<file path="src/rtl/tbus_arbiter.sv">
// Round-robin arbiter sharing one trinity bus port between instruction fetch (m0)
// and memblock (m1). One outstanding transaction; grant held until operation_done.
module tbus_arbiter #(
  parameter int ADDR_WIDTH     = 64,
  parameter int DATA_WIDTH     = 64,
  parameter int MASK_WIDTH     = 64,
  parameter int OPTYPE_WIDTH   = 2,
  parameter int TIMEOUT_CYCLES = 1024
) (
  input  logic                    clock,
  input  logic                    reset_n,
  input  logic                    m0_index_valid,
  output logic                    m0_index_ready,
  input  logic [ADDR_WIDTH-1:0]   m0_index,
  input  logic [DATA_WIDTH-1:0]   m0_write_data,
  input  logic [MASK_WIDTH-1:0]   m0_write_mask,
  input  logic [OPTYPE_WIDTH-1:0] m0_operation_type,
  output logic [DATA_WIDTH-1:0]   m0_read_data,
  output logic                    m0_operation_done,
  input  logic                    m1_index_valid,
  output logic                    m1_index_ready,
  input  logic [ADDR_WIDTH-1:0]   m1_index,
  input  logic [DATA_WIDTH-1:0]   m1_write_data,
  input  logic [MASK_WIDTH-1:0]   m1_write_mask,
  input  logic [OPTYPE_WIDTH-1:0] m1_operation_type,
  output logic [DATA_WIDTH-1:0]   m1_read_data,
  output logic                    m1_operation_done,
  output logic                    s_index_valid,
  input  logic                    s_index_ready,
  output logic [ADDR_WIDTH-1:0]   s_index,
  output logic [DATA_WIDTH-1:0]   s_write_data,
  output logic [MASK_WIDTH-1:0]   s_write_mask,
  output logic [OPTYPE_WIDTH-1:0] s_operation_type,
  input  logic [DATA_WIDTH-1:0]   s_read_data,
  input  logic                    s_operation_done,
  output logic                    owner,
  output logic                    busy,
  output logic                    timeout_err
);

  typedef enum logic [1:0] {IDLE, REQ, WAIT} state_t;

  localparam int CNT_W = $clog2(TIMEOUT_CYCLES + 1);
  localparam logic [CNT_W-1:0] CNT_LAST = CNT_W'(TIMEOUT_CYCLES - 1);
  localparam logic [CNT_W-1:0] CNT_MAX  = CNT_W'(TIMEOUT_CYCLES);

  state_t           state_reg, state_next;
  logic             owner_reg, owner_next;
  logic             last_grant_reg, last_grant_next;
  logic [CNT_W-1:0] wait_cnt_reg, wait_cnt_next;
  logic             timeout_err_reg, timeout_err_next;

  logic in_req, in_wait, owner_valid, fire, route_done;

  always_ff @(posedge clock or negedge reset_n) begin
    if (!reset_n) begin
      state_reg       <= IDLE;
      owner_reg       <= 1'b0;
      last_grant_reg  <= 1'b1;
      wait_cnt_reg    <= '0;
      timeout_err_reg <= 1'b0;
    end else begin
      state_reg       <= state_next;
      owner_reg       <= owner_next;
      last_grant_reg  <= last_grant_next;
      wait_cnt_reg    <= wait_cnt_next;
      timeout_err_reg <= timeout_err_next;
    end
  end

  assign in_req      = (state_reg == REQ);
  assign in_wait     = (state_reg == WAIT);
  assign owner_valid = owner_reg ? m1_index_valid : m0_index_valid;
  assign fire        = in_req & owner_valid & s_index_ready;
  // done is only meaningful once the request has actually gone downstream
  assign route_done  = (in_wait | fire) & s_operation_done;

  always_comb begin
    state_next       = state_reg;
    owner_next       = owner_reg;
    last_grant_next  = last_grant_reg;
    wait_cnt_next    = wait_cnt_reg;
    timeout_err_next = timeout_err_reg;
    case (state_reg)
      IDLE: begin
        if (m0_index_valid | m1_index_valid) begin
          owner_next      = (m0_index_valid & m1_index_valid) ? ~last_grant_reg : m1_index_valid;
          last_grant_next = owner_next;
          state_next      = REQ;
        end
      end
      REQ: begin
        if (!owner_valid) begin
          state_next = IDLE;
        end else if (s_index_ready) begin
          state_next    = s_operation_done ? IDLE : WAIT;
          wait_cnt_next = '0;
        end
      end
      WAIT: begin
        if (s_operation_done) begin
          state_next = IDLE;
        end else begin
          if (wait_cnt_reg >= CNT_LAST) timeout_err_next = 1'b1;
          if (wait_cnt_reg != CNT_MAX) wait_cnt_next = wait_cnt_reg + CNT_W'(1);
        end
      end
      default: state_next = IDLE;
    endcase
  end

  assign s_index_valid    = in_req & owner_valid;
  assign s_index          = in_req ? (owner_reg ? m1_index          : m0_index)          : '0;
  assign s_write_data     = in_req ? (owner_reg ? m1_write_data     : m0_write_data)     : '0;
  assign s_write_mask     = in_req ? (owner_reg ? m1_write_mask     : m0_write_mask)     : '0;
  assign s_operation_type = in_req ? (owner_reg ? m1_operation_type : m0_operation_type) : '0;

  assign m0_index_ready    = in_req & ~owner_reg & s_index_ready;
  assign m1_index_ready    = in_req &  owner_reg & s_index_ready;
  assign m0_operation_done = route_done & ~owner_reg;
  assign m1_operation_done = route_done &  owner_reg;
  assign m0_read_data      = m0_operation_done ? s_read_data : '0;
  assign m1_read_data      = m1_operation_done ? s_read_data : '0;

  assign owner       = owner_reg;
  assign busy        = (state_reg != IDLE);
  assign timeout_err = timeout_err_reg;

endmodule

</file>
<file path="config.mk">
export PLATFORM = sky130hd
export DESIGN_NAME = tbus_arbiter
export DESIGN_NICKNAME = d
export VERILOG_FILES = /design/src/rtl/tbus_arbiter.sv
export SDC_FILE = /design/constraint.sdc
export NUM_CORES = 1
export LEC_CHECK = 0
export CORE_AREA = 3 3 310 312
export DETAILED_ROUTE_END_ITERATION = 7
export DIE_AREA = 0 0 313 315
export SKIP_CTS_REPAIR_TIMING = 1
export SYNTH_ARGS = -nofsm -noshare
export SYNTH_HDL_FRONTEND = slang
export SYNTH_SLANG_ARGS = --single-unit
</file>
<file path="constraint.sdc">
create_clock -name clock -period 1.6 [get_ports clock]
set_input_delay 0.16 -clock clock [delete_from_list [all_inputs] [get_ports clock]]
set_output_delay 0.16 -clock clock [all_outputs]
set_load 0.02 [all_outputs]
</file>
# Word-level counts from Yosys, hierarchy flattened
# Index checks and enable logic that the tools add are counted.
totals:
  register_bits: 16
  latchBits: 0
  mem_bits_rw: 0
  mem_bits_ro: 0
  input_bits: 458
  out_inout_bits: 330
  word_cells: 62
  mem_count: 0
classes:
  n_addsub: 1
  n_mul: 0
  div: 0
  magnitude_cmp: 1
  eq_ne: 10
  n_shift: 0
  mux: 23
  n_bitwise: 15
  n_reduce_logical: 7
op_table:
  columns: ["operator", "count"]
  rows:
  - ["$mux W64", 8]
  - ["$mux W11", 4]
  - ["$pmux W11 S2", 1]
  - ["$mux W2", 7]
  - ["$add A11 B1 Y11 const B", 1]
  - ["$ge A11 B10 Y1 const B", 1]
  - ["$ne A11 B11 Y1 const B", 1]
  - ["$and A1 B1 Y1", 10]
  - ["$ne A2 B2 Y1 const B", 4]
  - ["$pmux W2 S3", 1]
  - ["$reduce_and A3 Y1", 2]
  - ["$reduce_and A5 Y1", 1]
  - ["$ne A2 B1 Y1 const B", 2]
  - ["$reduce_bool A2 Y1", 2]
  - ["$ne A3 B3 Y1 const B", 1]
  - ["$not A1 Y1", 3]
  - ["$eq A2 B1 Y1 const B", 1]
  - ["$eq A2 B2 Y1 const B", 1]
  - ["$logic_not A2 Y1", 1]
  - ["$mux W1", 2]
  - ["$or A1 B1 Y1", 2]
  - ["$reduce_and A2 Y1", 1]

# Depth between registers and ports, before layout
# Gate-level depths: netlist (run 1).
depth:
  word_depth: 7
  mapped_depth: 7
  ltp_nobuf: 6

# Least setup slack after synthesis (run 1)
# OpenSTA, ideal clock, no wires.
synth_path:
  kind: "register -> output"
  startpoint: "reg owner_reg, in the netlist owner"
  endpoint: "out m1_read_data[24]"
  arrival_ns: 1.729
  t_required_ns: 1.440
  setup_slack_ns: -0.289
  stages_incl_launch_ff: 7
  path_buffers: 2
  path_cell_list: "dfrtp_1 mux2_4 a31oi_4 and3b_1 buf_6 clkbuf_2 and2_1"
synth_between:
  elab_chain_cells: 7
synth_lines:
  columns: ["element", "line", "text"]
  rows:
  - ["start, declared", "48", "logic owner_reg, owner_next;"]
  - ["start signal, assigned", "64", "owner_reg <= owner_next;"]
  - ["$mux W1", "73", "assign owner_valid = owner_reg ? m1_index_valid : m0_index_valid;"]
  - ["$and A1 B1 Y1 (2 in a row)", "74", "assign fire = in_req & owner_valid & s_index_ready;"]
  - ["$or A1 B1 Y1", "76", "assign route_done = (in_wait | fire) & s_operation_done;"]
  - ["$and A1 B1 Y1", "76", null]
  - ["$and A1 B1 Y1 *", "121", "assign m1_operation_done = route_done & owner_reg;"]
  - ["$mux W64 *", "123", "assign m1_read_data = m1_operation_done ? s_read_data : '0;"]
  - ["end, declared", "26", "output logic [DATA_WIDTH-1:0] m1_read_data,"]
# Mark *: on every way between the ends. The rest lies on a longest branch, timed or not.

# Final worst setup path (run 1)
layout_path:
  startpoint: "reg owner_reg, in the netlist owner"
  endpoint: "out m1_read_data[56]"
# The elaborated chain is that of the path after synthesis.

==> results.md, run 1 <==
* Critical Setup Path Class: reg -> out
* Rows at ~110
* Commonest non-fill, non-tap cells in the layout: clkdlybuf4s50_1, buf_6, a22o_1
* Min Tclk post-route at 2.35 ns
* FMAX at 0.426 GHz
* Via count at ~8500
* Clock power frac at approximately 2.0%
* Outcome: complete, but fails checks
* Number of synthesized register bits at 16
* Max FO, Critical Path at 7
* Worst vdd ir at 0.886 mV
* Multi-input logic area at 4040 um^2
* Count of max-cap constraint violations at 0
* Sw power at between 10 and 15 mW
* I/O pins at 788
* Remaining global-route overflow at 0
* Total power at about 27 mW
* GP Congestion at 0.850
* Via-to-Cell Ratio at 3.20
* Layout cells sized above 1 at between 50% and 60%
* Crit-path max cell delay at 0.42 ns
* Initial antenna violation count at 60
* Type of the tightest min-delay check: in -> async
* Total GRT Usage at a little over an eighth
* Synthesized cell area at 3830 um^2
* Number of flip-flops in the largest register at 11
* Setup crit start kind: register
* Sequential share of power at 1.9%
* Combinational power share at a little over nine tenths
* Maximum clock path buffer count at 2
* Tcrit/Tclk final at 147%
* Height of the chip at 315 um
* Setup slack after layout at -0.748 ns
* Library cells used by synthesis at 39
* Hpwl dp at 66.8 mm
* Worst Setup EP: m1_read_data[56]
* Clock Skews at 0.000984 ns
* Leakage at 7.18 nW
* R2R Setup Slk at -0.09 ns
* Yosys warnings at 0
* Fin. Hold Viols at 0
* # setup viols final at 335
* Register area at about 400 um^2
* Post-synthesis sequential area ratio at approximately a tenth
* Largest net degree at the start of global routing at 67
* WP data required at between 1 and 1.5 ns
* Synth Net Count at approximately 950
* Width of the chip at 313 um
* H-tree depth at 1
* Violated checks: negative setup slack
* CTS root buffer: clkbuf_16
* Layout Nets at 1835
* Crit path capture type: output port
* Clock latency on the worst-skew pair at 0.25 ns
* Routed WL at 82.4 mm
* Port bufs at 787
* Most common cell after layout, fill and taps aside: clkdlybuf4s50_1
* Reg2Reg Depth at 7
* Initial core utilization at slightly above 4%
* Worst-Margin Slew at 0.338 ns
* Power Dens Cells at between 1500 and 2000 nW/um^2
* Unrepaired setup endpoints after global routing: true
* CTS tree: yes
* Drc violations at 0
* Syn avg cell area at 7.84 um^2
* Switching Share at 47.6%
* Worst slew margin at 77.4%
* CP dominant cell by count: buf_12
* First-pass GRT wire length at 85.0 mm
* DRT antenna net count at 0
* Wire per inst at 31.1 um
* Setup TNS at -190.65 ns
* Core area at 93300 um^2
* CP Launch Point: owner
* Max-slew violations at 0
* CTS Sinks at 16
* Slowest CP cell: dfrtp_2
* Crit path DAT at 2.19 ns
* R2R Path Start: state_reg[0]
* TritonCTS Buffers at 3
* Worst path cell trace: mux2_4 -> a31oi_4 -> and3b_2 -> buf_12 -> clkbuf_16 -> buf_6 -> and2_4 -> buf_12
* CTS clock-pin slew for the worst setup and hold paths at 0.05 ns
* Overall die area at 98600 um^2
* First-pass DRT Iterations at 5
* Vias in the first global route at 7459
* Mapped Cells at 489
* Reg-to-Reg End: wait_cnt_reg[4]
* Fillers at 10500
* Area delta synth->final at 339%
* Iteration-0 DRC Markers at 463
* P_int at 14.4 mW
-- synth_stat cells --
library cell / number / share of area, %
a21oi_1: 4 / 0.52
a22o_1: 194 / 44
a31oi_1: 7 / 1.1
a31oi_4: 1 / 0.56
a41oi_1: 1 / 0.23
a41oi_2: 1 / 0.42
and2_1: 132 / 22
and2b_1: 1 / 0.20
and3_1: 5 / 0.82
and3b_1: 1 / 0.23
and4_1: 1 / 0.23
buf_2: 31 / 4.0
buf_4: 16 / 3.1
buf_6: 5 / 1.5
clkbuf_1: 5 / 0.49
clkbuf_2: 6 / 0.78
dfrtp_1: 15 / 9.8
dfstp_2: 1 / 0.69
ha_1: 2 / 0.65
inv_1: 4 / 0.39
mux2_4: 1 / 0.39
mux2i_1: 1 / 0.26
nand2_1: 9 / 0.88
nand2b_1: 2 / 0.33
nand3_1: 3 / 0.39
nand3b_1: 1 / 0.20
nand4_1: 3 / 0.49
nor2_1: 7 / 0.69
nor2_2: 1 / 0.16
nor2b_1: 1 / 0.16
nor2b_2: 1 / 0.23
nor3_1: 1 / 0.13
nor3b_1: 2 / 0.39
nor4_1: 2 / 0.33
nor4bb_1: 1 / 0.26
o21ai_0: 13 / 1.7
o21ai_1: 1 / 0.13
o31ai_1: 5 / 0.98
or3b_1: 1 / 0.23
-- metal layers --
metal / track usage (%) / share of wire, % / routed length (um)
met2: 20.2 / 46 / 37500
met4: 0.522 / 1.4 / 1160
met1: 15.8 / 38 / 31300
met5: 0 / 0.49 / 401
met3: 10.3 / 15 / 12000
-- metrics by stage --
stage               setup slack [ns]  std cells  utilization (%)  hold slack [ns]  instance area (um^2)
finish                        -0.748       2645             18.0            0.241                 16800
global route                  -0.808       2629             18.0            0.267                 16800
CTS                            -1.01       2540             15.6            0.244                 14600
detailed placement            -0.883       2536             15.5            0.512                 14500
global placement              -0.812       2536             15.5            0.514                 14500
floorplan                     -0.170        489                -           -0.136                  4060
-- cells by family (layout without fill, tap and decap cells) --
| logic type | count (synthesis) | in the layout | synth area share [%] |
|---|---|---|---|
| buf+inv | 67 | 952 | 10.3 |
| fa+ha+maj | 2 | 2 | 0.653 |
| compound gates | 227 | 227 | 50.0 |
| mux | 2 | 2 | 0.653 |
| simple gates | 175 | 175 | 27.9 |
| flops | 16 | 16 | 10.5 |
| other cells | 0 | 17 | 0 |
-- critical path, delay by kind of cell (launching register included) --
family                 cells  cell delay [ns]
multiplexers               1             0.33
buffers and inverters      4             0.56
flip-flops                 1             0.42
AND/OR/NAND/NOR            2             0.43
AO/OA/AOI/OAI              1             0.18
-- final cells by class --
class	instances	share of cell area (%)
multi-input cells	406	24.0
inverters	4	0.0892
flip-flops and latches	16	2.39
clock buffers	4	0.528
repair buffers	944	63.4
diodes	17	0.253
well taps	1254	9.33
-- power by group through the flow --
stage          Clock, mW  Combinational, mW  Sequential [mW]
4_1_cts            0.576               20.5            0.518
3_3_place_gp           0               20.5            0.526
3_5_place_dp           0               20.5            0.525
2_1_floorplan          0               7.67            0.544
6_report           0.559               26.3            0.515
5_1_grt            0.597               27.5            0.524
-- how the worst min path moves through the flow --
stage | end | slack [ns] | cells after the start
5_1_grt | wait_cnt_reg[6] | 0.27 | 2
2_1_floorplan | owner | -0.14 | 0
3_3_place_gp | wait_cnt_reg[9] | 0.51 | 1
4_1_cts | wait_cnt_reg[6] | 0.24 | 2
3_5_place_dp | wait_cnt_reg[6] | 0.51 | 2
6_report | wait_cnt_reg[6] | 0.24 | 2
(Power assumes the default switching activity.)
==> inputs of run 2 (changes only) <==
- ABC_CLOCK_PERIOD_IN_PS: unset -> 1600
==> results of run 2 <==
The final DEF is identical to that of run 1; final timing and power are the same.
==> inputs of run 3 (changes only) <==
- CTS_CLUSTER_SIZE: unset -> 30
==> results of run 3 <==
The final DEF is identical to that of run 1; final timing and power are the same.
